### config.mk
export PLATFORM = sky130hd
export DESIGN_NAME = mult4x4_seg_display_flat
export DESIGN_NICKNAME = d
export VERILOG_FILES = /design/src/rtl/mult4x4_seg_display_if.sv /design/src/rtl/mult4x4_seg_display.sv /design/src/flat_wrapper.sv
export SDC_FILE = /design/constraint.sdc
export NUM_CORES = 1
export LEC_CHECK = 0
export ABC_CLOCK_PERIOD_IN_PS = 15700
export BUFFER_PORTS_ARGS = -buffer_cell sky130_fd_sc_hd__clkbuf_2
export CELL_PAD_IN_SITES_DETAIL_PLACEMENT = 0
export CELL_PAD_IN_SITES_GLOBAL_PLACEMENT = 1
export CORE_MARGIN = 4
export CORE_UTILIZATION = 40
export CTS_BUF_LIST = sky130_fd_sc_hd__clkbuf_4
export CTS_CLUSTER_DIAMETER = 80
export DETAILED_ROUTE_END_ITERATION = 8
export GPL_ROUTABILITY_DRIVEN = 1
export PLACE_DENSITY = 0.73
export SLEW_MARGIN = 20
export SYNTH_ARGS = -nofsm -noshare
export SYNTH_HDL_FRONTEND = slang
export SYNTH_SLANG_ARGS = --single-unit
### constraint.sdc
create_clock -name clk -period 15.7 [get_ports clk]
set_input_delay 3.14 -clock clk [delete_from_list [all_inputs] [get_ports clk]]
set_output_delay 3.14 -clock clk [all_outputs]
set_load 0.02 [all_outputs]
### src/rtl/mult4x4_seg_display_if.sv
// Operand and segment-output bundle between the switch side and the display block.
interface mult4x4_seg_display_if;
    logic [3:0] A;
    logic [3:0] B;
    logic [6:0] out1;
    logic [6:0] out2;
    logic [6:0] out3;

    modport master (
        output A,
        output B,
        input  out1,
        input  out2,
        input  out3
    );

    modport slave (
        input  A,
        input  B,
        output out1,
        output out2,
        output out3
    );
endinterface

### src/rtl/mult4x4_seg_display.sv
// Unsigned 4x4 multiplier shown as three active-low 7-segment decimal digits.
// Multiply, binary-to-BCD and decode are combinational; the segment outputs are registered.
module mult4x4_seg_display (
    input  logic                         clk,
    input  logic                         rst,
    mult4x4_seg_display_if.slave         disp_if
);

    localparam logic [6:0] SegZero = 7'b1000000;

    logic [7:0]  product;
    logic [19:0] dabble;
    logic [3:0]  units, tens, hundreds;
    logic [6:0]  out1_d, out1_q;
    logic [6:0]  out2_d, out2_q;
    logic [6:0]  out3_d, out3_q;

    function automatic logic [6:0] seg7(input logic [3:0] digit);
        logic [6:0] seg;
        case (digit)
            4'd0:    seg = 7'b1000000;
            4'd1:    seg = 7'b1111001;
            4'd2:    seg = 7'b0100100;
            4'd3:    seg = 7'b0110000;
            4'd4:    seg = 7'b0011001;
            4'd5:    seg = 7'b0010010;
            4'd6:    seg = 7'b0000010;
            4'd7:    seg = 7'b1111000;
            4'd8:    seg = 7'b0000000;
            4'd9:    seg = 7'b0010000;
            default: seg = 7'b1111111;
        endcase
        return seg;
    endfunction

    assign product = 8'(disp_if.A) * 8'(disp_if.B);

    // Double-dabble: BCD digits accumulate in dabble[19:8] as the product shifts in.
    always_comb begin
        dabble = {12'd0, product};
        for (int i = 0; i < 8; i++) begin
            if (dabble[11:8] >= 4'd5)  dabble[11:8]  = dabble[11:8]  + 4'd3;
            if (dabble[15:12] >= 4'd5) dabble[15:12] = dabble[15:12] + 4'd3;
            if (dabble[19:16] >= 4'd5) dabble[19:16] = dabble[19:16] + 4'd3;
            dabble = {dabble[18:0], 1'b0};
        end
    end

    assign units    = dabble[11:8];
    assign tens     = dabble[15:12];
    assign hundreds = dabble[19:16];

    always_comb begin
        out1_d = seg7(units);
        out2_d = seg7(tens);
        out3_d = seg7(hundreds);
    end

    always_ff @(posedge clk) begin
        if (rst) begin
            out1_q <= SegZero;
            out2_q <= SegZero;
            out3_q <= SegZero;
        end else begin
            out1_q <= out1_d;
            out2_q <= out2_d;
            out3_q <= out3_d;
        end
    end

    assign disp_if.out1 = out1_q;
    assign disp_if.out2 = out2_q;
    assign disp_if.out3 = out3_q;

endmodule

### src/flat_wrapper.sv
// flat-port wrapper written by rule: the top's interface ports become plain ports
module mult4x4_seg_display_flat 
  (clk, rst, disp_if_A, disp_if_B, disp_if_out1, disp_if_out2, disp_if_out3);
  mult4x4_seg_display_if disp_if_i ();
  input  logic clk;
  input  logic rst;
  input wire logic [$bits(disp_if_i.A)-1:0] disp_if_A;
  input wire logic [$bits(disp_if_i.B)-1:0] disp_if_B;
  output wire logic [$bits(disp_if_i.out1)-1:0] disp_if_out1;
  output wire logic [$bits(disp_if_i.out2)-1:0] disp_if_out2;
  output wire logic [$bits(disp_if_i.out3)-1:0] disp_if_out3;
  assign disp_if_i.A = disp_if_A;
  assign disp_if_i.B = disp_if_B;
  assign disp_if_out1 = disp_if_i.out1;
  assign disp_if_out2 = disp_if_i.out2;
  assign disp_if_out3 = disp_if_i.out3;
  mult4x4_seg_display u_core (.clk(clk), .rst(rst), .disp_if(disp_if_i));
endmodule
==> out/metrics.cfg <==
[clocking]
clk_pin_slew_ns = 0.12
cts_buffers = 3
cts_setup_buffers = 0
cts.path.max_buffers = 2
cts_sinks = 19
ctsHoldBuffers = 0
clockRootBuffer = clkbuf_4
cts_resized = 0
cts_tree = built
htree_num_levels = 1

[synth]
ys_warn_count = 0
synth.avg_cell_area_sq_um = 7.90
syn_inst = 371
seq_area_frac_synth_pct = 13.0
async_flop_share_pct = 0
synth_edf_count = 0
syn_nets = 414
synth_ff_type = dfxtp_1
ys_seq_elements = 19
mappedNetlistArea_sq_um = 2930
yosysUniqueCellTypes = 81

[routing]
vias = 2767
vias_per_cell = 5.69
drtIter0Drc = 120
avgRoutedWirePerCell_microns = 13.8
antenna_left = 0
drt-pass1-iter-count = 4
drc = 0
drt_wl_total_microns = 6730

[cells_and_area]
finalNonFillerCells = 486
utilization_pct = 45.1
diodes = 0
final_cell_area_sq_um = 3130
drive_gt1_share_pct = 20.0
nets = 434
areaGrowthSynthToFinish_pct = 6.83

[critical_path]
required_ns = 15.94
arrival_ns = 13.18
crit_start = disp_if_B[3]
cpMaxStageDelayCell = fa_1
cp-endpoint = u_core.disp_if.out2[1]
critPathMaxStageDelay_ns = 0.57
startpoint_type = input port
crit_type = input port to flip-flop
crit_fanout = 11
crit_path_end_kind = flip-flop

[power_and_ir_drop]
p_int_mw = 0.310
ir_drop_uv = 102
power_frac_comb_pct = 86.8
p_sw_share_pct = 56.0
clkPwrFrac_pct = 3.4
leakage_nw = 1.36
p_per_area_nw_per_um2 = 225
p_sw_mw = 0.394
seqPwrFrac_pct = 9.7

[run]
cap_violations = 0

[global_route]
grt_max_degree = 17
grt_use_total_pct = 15.5
grt_pass1_vias = 2530
grt-ovfl-total = 0
grt_pass1_wl_microns = 11700
grt_use_met3_pct = 2.25
antenna_found_initial = 0
met1_usage_pct = 22.0
grt_util_met2_pct = 25.6
grt_busiest_layer = met2

[timing]
setup_viol = 0
slew_violations = 0
totalNegativeSetupSlack_ns = 0
tightest_slew_ns = 0.622
timing.fmax_mhz = 77.3
slew-limit-headroom_pct = 58.4
post-route-min-period_ns = 12.94
grt_setup_unrepaired = no
fin_crit_sh_pct = 82.4
hold_violations = 0
whs_ns = 3.17

[floorplan]
start_util_pct = 42.2
die_w_microns = 93.6
ios = 31
dieArea_sq_um = 8760
rows = 30
core_sq_um = 6940
die_h_microns = 93.6

[hold_path]
worstHoldStart = rst
hp-class = input port to flip-flop

[placed_design]
place_area_sq_um = 3100
io_buffers = 29
placedCellCount = 482
place_congestion = 0.862
dp_hpwl_microns = 5450

[run_status]
status = completed

metrics by stage:
step,setup slack [ns],power (mW)
global route,1.91,0.780
detailed placement,2.52,0.676
floorplan,3.61,0.568
finish,2.76,0.703
CTS,2.82,0.703
global placement,2.70,0.675
area by class of cell:
type	count	area, sq um
multi-input cells	310	2350
inverters	27	101
fillers	696	3810
well taps	96	120
clock buffers	3	22.5
flip-flops and latches	19	380
repair buffers	30	153
clock inverters	1	5.00
cells in the final DEF (no fill, tap or decap), types with 4 or more instances in the layout:
cell      instances
nand2_1          29
ha_1             29
clkbuf_2         29
nor2_1           27
inv_1            24
dfxtp_1          19
a21oi_1          17
and2_1           17
nand3_1          14
o21ai_0          12
o21ai_1           9
o211ai_1          9
nor3_1            9
a31oi_1           8
nand2b_1          7
a21o_1            7
o22ai_1           6
and3_1            6
nor4_1            4
or3_1             4
nand4_1           4
or2_1             4
nor2b_1           4
fa_1              4
power groups by stage:
stage          combinational (mW)  clock [mW]  sequential, mW
2_1_floorplan               0.481           0          0.0874
3_5_place_dp                0.606           0          0.0695
5_1_grt                     0.683      0.0278          0.0693
3_3_place_gp                0.606           0          0.0694
4_1_cts                     0.609      0.0258          0.0685
6_report                    0.611      0.0241          0.0684
layer usage:
| layer | routed length, microns | part of all wire (%) |
|---|---|---|
| met1 | 3370 | 50 |
| met2 | 3120 | 46 |
| met3 | 203 | 3.0 |
| met4 | 31 | 0.46 |
| met5 | 0 | 0 |
flip-flops by register name (all words and copies together) (netlist names):
signal,cells
u_core.disp_if.out1,7
u_core.disp_if.out3,5
u_core.disp_if.out2,7
Yosys cell counts, types with 5 or more instances:
cell | count | area [sq um]
a21o_1 | 7 | 52.6
dfxtp_1 | 19 | 380
o21ai_0 | 12 | 60.1
ha_1 | 29 | 363
and2_1 | 17 | 106
clkbuf_1 | 5 | 18.8
and3_1 | 6 | 37.5
nor3_1 | 9 | 45.0
inv_1 | 24 | 90.1
nand2b_1 | 7 | 43.8
nand2_1 | 29 | 109
o211ai_1 | 9 | 67.6
nor2_1 | 27 | 101
nand3_1 | 14 | 70.1
buf_4 | 5 | 37.5
o22ai_1 | 6 | 37.5
o21ai_1 | 9 | 45.0
a31oi_1 | 8 | 50.1
a21oi_1 | 17 | 85.1
kinds of logic (layout without fill, tap and decap cells):
group / count (synthesis) / count (layout) / share of synthesized area [%]
adders and majority gates: 33 / 33 / 15.1
DFF: 19 / 19 / 13.0
AOI/OAI and AO/OA: 120 / 120 / 33.1
other: 1 / 1 / 0.128
muxes: 6 / 6 / 2.35
and+or+nand+nor: 146 / 146 / 28.0
buffers and inverters: 42 / 61 / 6.87
xor gates and xnor gates: 4 / 4 / 1.45
worst min path at each step:
| stage | to | slack, ns | cells past startpoint |
|---|---|---|---|
| floorplan | u_core.disp_if.out2[6] | 3.30 | 2 |
| global placement | u_core.disp_if.out2[1] | 3.50 | 2 |
| detailed placement | u_core.disp_if.out2[4] | 3.50 | 2 |
| CTS | u_core.disp_if.out2[1] | 3.16 | 2 |
| global route | u_core.disp_if.out2[4] | 3.17 | 2 |
| finish | u_core.disp_if.out2[1] | 3.17 | 2 |
critical path, delay by kind of cell:
family	cells	cell delay, ns
adder cells (fa/ha/maj)	9	3.31
AND/OR/NAND/NOR	18	3.65
XOR/XNOR	2	0.62
multiplexers	1	0.32
AO/OA/AOI/OAI	8	1.28
buffers and inverters	8	0.83
(Power assumes the default switching activity.)
